$ cat config.mk
export PLATFORM = sky130hd
export DESIGN_NAME = fft_frame_sink
export DESIGN_NICKNAME = d
export VERILOG_FILES = /design/src/rtl/fft_frame_sink.sv
export SDC_FILE = /design/constraint.sdc
export NUM_CORES = 2
export LEC_CHECK = 0
export CORE_MARGIN = 2
export CORE_UTILIZATION = 65
export CTS_CLUSTER_DIAMETER = 50
export CTS_CLUSTER_SIZE = 40
export DETAILED_ROUTE_END_ITERATION = 16
export HOLD_SLACK_MARGIN = 0.03
export PLACE_DENSITY = 0.92
export SLEW_MARGIN = 20
export SYNTH_ARGS = -nofsm -noshare
export SYNTH_HDL_FRONTEND = slang
export SYNTH_SLANG_ARGS = --single-unit
$ cat constraint.sdc
create_clock -name CLK -period 10.5 [get_ports CLK]
set_input_delay 1.05 -clock CLK [delete_from_list [all_inputs] [get_ports CLK]]
set_output_delay 1.05 -clock CLK [all_outputs]
set_load 0.02 [all_outputs]
$ cat src/rtl/fft_frame_sink.sv
// Ping-pong frame collector for the FFT core output, replayed over valid/ready with bin index and last flag.
// Optional FFT_SINK_DROP_CNT_EN adds a saturating dropped-frame counter on o_DROP_CNT.
module fft_frame_sink #(
  parameter int DWL = 16,
  parameter int AWL = 5
) (
  input  logic           CLK,
  input  logic           RST,
  input  logic           EN,
  input  logic [DWL-1:0] i_DATA_R,
  input  logic [DWL-1:0] i_DATA_I,
  input  logic           i_VALID,
  output logic [DWL-1:0] o_DATA_R,
  output logic [DWL-1:0] o_DATA_I,
  output logic [AWL-1:0] o_INDEX,
  output logic           o_LAST,
  output logic           o_VALID,
  input  logic           i_READY,
  output logic           o_OVERFLOW
`ifdef FFT_SINK_DROP_CNT_EN
  ,
  output logic [7:0]     o_DROP_CNT
`endif
);

  localparam int N = 1 << AWL;
  localparam logic [AWL-1:0] LAST_IDX = AWL'(N - 1);

  typedef enum logic [1:0] {IDLE, FETCH, PRESENT} state_t;

  // Both frames live in one array addressed as {bank, index}
  logic [2*DWL-1:0] mem [0:2*N-1];

  logic           wr_bank_reg;
  logic [AWL-1:0] wr_idx_reg;
  logic           drop_reg;
  logic [1:0]     full_reg;
  logic [1:0]     full_next;
  logic           overflow_reg;

  state_t         state_reg;
  state_t         state_next;
  logic           rd_bank_reg;
  logic [AWL-1:0] rd_idx_reg;
  logic [2*DWL-1:0] rd_data_reg;

  logic accept;
  logic wr_start;
  logic drop_now;
  logic drop_start;
  logic wr_en;
  logic frame_done;
  logic handshake;
  logic rd_done;

  assign accept     = EN & i_VALID;
  assign wr_start   = accept & (wr_idx_reg == '0);
  // The drop decision is made at index 0 from the pre-update full flag and held for the frame
  assign drop_now   = (wr_idx_reg == '0) ? full_reg[wr_bank_reg] : drop_reg;
  assign drop_start = wr_start & full_reg[wr_bank_reg];
  assign wr_en      = accept & ~drop_now;
  assign frame_done = wr_en & (wr_idx_reg == LAST_IDX);
  assign handshake  = (state_reg == PRESENT) & i_READY;
  assign rd_done    = handshake & (rd_idx_reg == LAST_IDX);

  generate
    for (genvar gi = 0; gi < 2; gi++) begin : g_full
      assign full_next[gi] = (rd_done && rd_bank_reg == 1'(gi)) ? 1'b0 :
                             (frame_done && wr_bank_reg == 1'(gi)) ? 1'b1 :
                             full_reg[gi];
    end
  endgenerate

  always_ff @(posedge CLK) begin
    if (RST) begin
      wr_bank_reg  <= 1'b0;
      wr_idx_reg   <= '0;
      drop_reg     <= 1'b0;
      full_reg     <= '0;
      overflow_reg <= 1'b0;
    end else begin
      full_reg <= full_next;
      if (accept) begin
        wr_idx_reg <= wr_idx_reg + AWL'(1);
        if (wr_idx_reg == '0)
          drop_reg <= full_reg[wr_bank_reg];
      end
      if (frame_done)
        wr_bank_reg <= ~wr_bank_reg;
      if (drop_start)
        overflow_reg <= 1'b1;
    end
  end

  always_ff @(posedge CLK) begin
    if (wr_en)
      mem[{wr_bank_reg, wr_idx_reg}] <= {i_DATA_R, i_DATA_I};
  end

  always_ff @(posedge CLK) begin
    if (RST) begin
      state_reg   <= IDLE;
      rd_bank_reg <= 1'b0;
      rd_idx_reg  <= '0;
    end else begin
      state_reg <= state_next;
      if (state_reg == IDLE && full_reg[rd_bank_reg])
        rd_idx_reg <= '0;
      else if (handshake)
        rd_idx_reg <= rd_idx_reg + AWL'(1);
      if (rd_done)
        rd_bank_reg <= ~rd_bank_reg;
    end
  end

  always_comb begin
    state_next = state_reg;
    case (state_reg)
      IDLE:    if (full_reg[rd_bank_reg]) state_next = FETCH;
      FETCH:   state_next = PRESENT;
      PRESENT: if (i_READY) state_next = (rd_idx_reg == LAST_IDX) ? IDLE : FETCH;
      default: state_next = IDLE;
    endcase
  end

  // Registered array read doubles as the output holding register
  always_ff @(posedge CLK) begin
    if (RST)
      rd_data_reg <= '0;
    else if (state_reg == FETCH)
      rd_data_reg <= mem[{rd_bank_reg, rd_idx_reg}];
  end

  always_comb begin
    o_VALID  = (state_reg == PRESENT);
    o_LAST   = o_VALID && (rd_idx_reg == LAST_IDX);
    o_INDEX  = rd_idx_reg;
    o_DATA_R = rd_data_reg[2*DWL-1:DWL];
    o_DATA_I = rd_data_reg[DWL-1:0];
  end

  assign o_OVERFLOW = overflow_reg;

`ifdef FFT_SINK_DROP_CNT_EN
  logic [7:0] drop_cnt_reg;

  always_ff @(posedge CLK) begin
    if (RST)
      drop_cnt_reg <= 8'd0;
    else if (drop_start && drop_cnt_reg != 8'hFF)
      drop_cnt_reg <= drop_cnt_reg + 8'd1;
  end

  assign o_DROP_CNT = drop_cnt_reg;
`endif

endmodule

Word level (Yosys, flattened, before mapping). Memory sizes are Yosys's and may differ from the RTL's. A register that Yosys moved wholly into a read port is not among the register bits. Index checks and enable logic that the tools add are counted.

Memories: 1. Bits in writable memories: 2048. Register bits: 18. Latch bits: 0. Input bits: 37. Bits in read-only memories: 0. Logic and storage cells: 53. Output and inout port bits: 40.

Memories: mem (words 64, bits a word 32, rd ports 1, clocked after memory_dff 1, wr ports 1, line 32) `logic [2*DWL-1:0] mem [0:2*N-1];`.

Equality and inequality tests: 6. Reduce and logical (&&, ||, !) cells: 12. Add/subtract/negate cells: 2. Multiplexer cells: 11. Order comparisons: 2. Bitwise logic cells: 10. Shift operators: 0. Div/mod/pow operators: 0. Multiply operators: 0.

Operators by type and width (count): $add A5 B1 Y5 const B (2); $eq A5 B5 Y1 const B (2); $mux W1 (8); $and A1 B1 Y1 (7); $logic_and A1 B1 Y1 (6); $pmux W2 S3 (1); $reduce_or A2 Y1 (3); $logic_not A5 Y1 (1); $lt A1 B2 Y1 const B (2); $mux W2 (2); $ne A2 B1 Y1 const B (2); $not A1 Y1 (3); $eq A2 B1 Y1 const B (1); $eq A2 B2 Y1 const B (1); $logic_not A2 Y1 (1); $reduce_and A2 Y1 (1).

Depth between registers and ports, before layout.
Depth after elaboration: 7. Gate-level depth with buffers: 12. Gate-level depth less buffers: 7.

Least setup slack after synthesis. OpenSTA, ideal clock, no wires.

Kind: register to register. Start point: reg wr_idx_reg[1]. End point: mem mem[31][0] (netlist name) (enable). Data arrival time: 3.282 ns. Path slack: 6.796 ns. Path buffers: 0. Library setup time: 0.421 ns. Stages on the path, launching flop included: 8. Clock period less this slack: 3.704 ns. Data required time: 10.079 ns. Path through: dfxtp_1 > inv_1 > ha_1 > nor4b_1 > mux2_2 > nor3_1 > nand3_1 > nor2_1.

Cells in the longest elaborated chain, start to end: 6.

Ends and longest elaborated chain: start: declaration (line 35) `logic [AWL-1:0] wr_idx_reg;`; start signal: assignment (line 84) `wr_idx_reg <= wr_idx_reg + AWL'(1);`; $logic_not A5 Y1 (line 59) `assign drop_now = (wr_idx_reg == '0) ? full_reg[wr_bank_reg] : drop_reg;`; $mux W1; $not A1 Y1 (line 61) `assign wr_en = accept & ~drop_now;`; $and A1 B1 Y1 (line 61); $mux W1 (line 96) `if (wr_en)`; $mux W1 (not written as such) (line 97) `mem[{wr_bank_reg, wr_idx_reg}] <= {i_DATA_R, i_DATA_I};`; end: declaration (line 32).

Parallel ways exist; a longest one is shown, timed or not.

Final worst setup path.
Start point: reg rd_idx_reg[0] (netlist: o_INDEX[0]). End point: out o_LAST.

Cells in the longest elaborated chain, start to end: 2.

Ends and longest elaborated chain: start: declaration (line 44) `logic [AWL-1:0] rd_idx_reg;`; start signal: assignment (line 110) `rd_idx_reg <= rd_idx_reg + AWL'(1);`; $eq A5 B5 Y1 (line 136) `o_LAST = o_VALID && (rd_idx_reg == LAST_IDX);`; $logic_and A1 B1 Y1 (line 136); end: declaration (line 16) `output logic o_LAST,`.

No other way between the ends.

==> metrics.cfg <==
[timing]
fin_skew_ps = 47.46
finalHoldViolations = 0
setup_viol = 0
tns_ps = 0
min_period_ps = 5146
fmax_ghz = 0.1943
worstMarginPinSlew_ps = 1491
drv_slew = 0
slew_headroom_pct = 0.5724
period_share_pct = 49.01
rsz0062_at_grt = false

[critical_path]
crit_required_ps = 9450
rrSetupSlack_ps = 5690
path_cells = buf_4, ha_1, and3_1, ha_1, and2_1, clkdlybuf4s50_1
path_buf_inv = 2
arrival_ps = 4100
crit_slowest_cell = dfxtp_4
cp_top_family = buffers and inverters
end_kind = primary output
slowest_delay_ps = 910
cp-start-kind = register
worst_path_most_repeated_cell = ha_1
crit_type = register to primary output
crit_fanout = 47

[clock_network]
cts_max_level = 4
path_clk_slew_ps = 90
ctsResizeCount = 0
clockRootBuffer = clkbuf_16
max-clock-path-buffers = 3
cts_tree = done
cts_sinks = 2098
cts_buffers = 141
clock_latency_ps = 830
cts_setup_buffers = 0
ctsHoldBuffers = 0

[synthesis]
syn_avg_cell_area_sq_um = 21.91
synth-main-ff-cell = edfxtp_1
synth_seq_cells = 2098
synth-async-reset-ratio_pct = 0
yosys_warnings = 0
synth_seq_area_share_pct = 78.14
yosysMostFrequentCell = edfxtp_1
synth_cell_type_count = 63
synth_nets = 3693
synthTopCellsByArea = edfxtp_1 (77%), mux4_2 (13%), mux2i_1 (1.3%), dfxtp_1 (1.3%), a22oi_1 (0.84%)
syn_inst = 3650
yosysTopAreaCellShare_pct = 76.89
synth.top_cells.by_count = edfxtp_1 (2048), mux4_2 (475), nor2_1 (108)
yosysTopAreaCell = edfxtp_1
synth-edff-count = 2048
synth_area_sq_mm = 0.07998

[route]
first_iter_violations = 10310
ant_nets = 0
wl_per_cell_microns = 46.21
drc = 0
vias = 44540
totalWireLength_mm = 257.0
vias_per_cell = 8.008
drt_pass1_iterations = 10

[grt]
grt_pass1_vias = 42220
grt_first_pass_wirelength_mm = 345.4
top_usage_layer = met2
use_met1_pct = 50.91
antenna_found_initial = 40
grt_max_degree = 126
use_met3_pct = 16.67
overflow = 0
gr-usage-all-layers_pct = 40.74
use_met2_pct = 60.28

[floorplanning]
die_h_microns = 354.8
dieWidth_microns = 354.8
io_pins = 77
dieArea_sq_mm = 0.1259
start_util_pct = 65.63
core_sq_mm = 0.1219
std_cell_rows = 128

[placed_design]
port_buffers = 76
dp_hpwl_mm = 140.9
dpl-instance-area_sq_mm = 0.08320
gp_congestion = 1.014

[finish]
stdcell_area_sq_mm = 0.08897
fin_nets = 3837
seq_area_sq_mm = 0.06252
drive_gt1_share_pct = 25.82
num-fill-cells = 6203
multi_input_area_sq_mm = 0.01682
largest_reg_flops = 2048
syn_to_final_growth_pct = 11.23

[run]
maxCapViolations = 1

[outcome]
status = complete, but fails checks
violations = max-capacitance violations

[pwr]
irDropWorstVdd_uv = 193.0
p_per_area_mw_per_mm2 = 175.2
p_leak_nw = 26.56

[hold_path]
hold_path_class = register to register

[kinds of logic (layout without fill, tap and decap cells)]
group | after synthesis | after routing | synth area share (%)
DFF | 2098 | 2098 | 78.14
buffers and inverters | 223 | 484 | 1.503
other | 0 | 25 | 0
AOI/OAI and AO/OA | 339 | 339 | 2.881
adders and majority gates | 6 | 6 | 0.09386
muxes | 599 | 599 | 14.95
xor gates and xnor gates | 8 | 8 | 0.08759
and+or+nand+nor | 377 | 377 | 2.340
[tightest hold or removal path, cell delays in order, from the launching register on]
cell     delay (ps)
dfxtp_1         330
nand2_1          50
a21oi_1          60
[power breakdown]
part | total, mW | switching, mW | internal [mW]
Combinational | 0.233 | 0.208 | 0.0249
Sequential | 9.19 | 0.00436 | 9.18
Clock | 6.17 | 3.15 | 3.02
[metrics by stage]
stage / hold slack (ps) / utilization (%) / total power [mW] / instances / setup slack [ps]
after floorplan: 433.8 / - / 9.398 / 3650 / 6796
after global placement: 466.2 / 67.91 / 9.573 / 5232 / 5830
after detailed placement: 460.3 / 68.27 / 9.592 / 5250 / 5972
after CTS: 472.2 / 72.47 / 15.51 / 5510 / 5304
after global routing: 497.1 / 72.95 / 15.80 / 5537 / 5178
final: 479.2 / 73.00 / 15.59 / 5561 / 5354
[path summary, 6_finish.rpt]
path	from	endpoint	cells after the start
worst max-delay path	o_INDEX[0]	o_LAST	6
worst min-delay path	drop_reg	drop_reg	2
worst max register to register	o_INDEX[0]	rd_data_reg[6]	7
worst min register to register	drop_reg	drop_reg	2
[metal layers]
layer  vias to the layer above  share of wire [%]
met5                         -               0.19
met1                     22170                 29
met4                        50                8.6
met3                      1299                 18
li1                      15710                  -
met2                      5302                 44
[cells in the final DEF, fill, tap and decap left out, types with 19 or more instances in the layout]
master,instances
edfxtp_1,2048
mux4_2,475
clkbuf_16,150
mux2i_1,107
buf_4,92
a22oi_1,89
a21oi_1,77
nand2_1,72
nor2_4,64
o22ai_1,54
dfxtp_1,46
clkdlybuf4s50_1,44
nand3_1,43
nor2_1,41
nor3_1,36
buf_12,31
buf_2,29
diode_2,25
inv_6,23
nand4_1,22
o21ai_0,19
[area by class of cell]
type	instances	share of cell area, %
antenna	25	0.07032
inverter	9	0.03797
sequential	2098	70.27
clock inverter	104	1.505
multi-input combinational	1329	18.91
clock buffer	156	4.244
tap	1625	2.285
timing repair buffer	215	2.682
(Power assumes the default switching activity.)
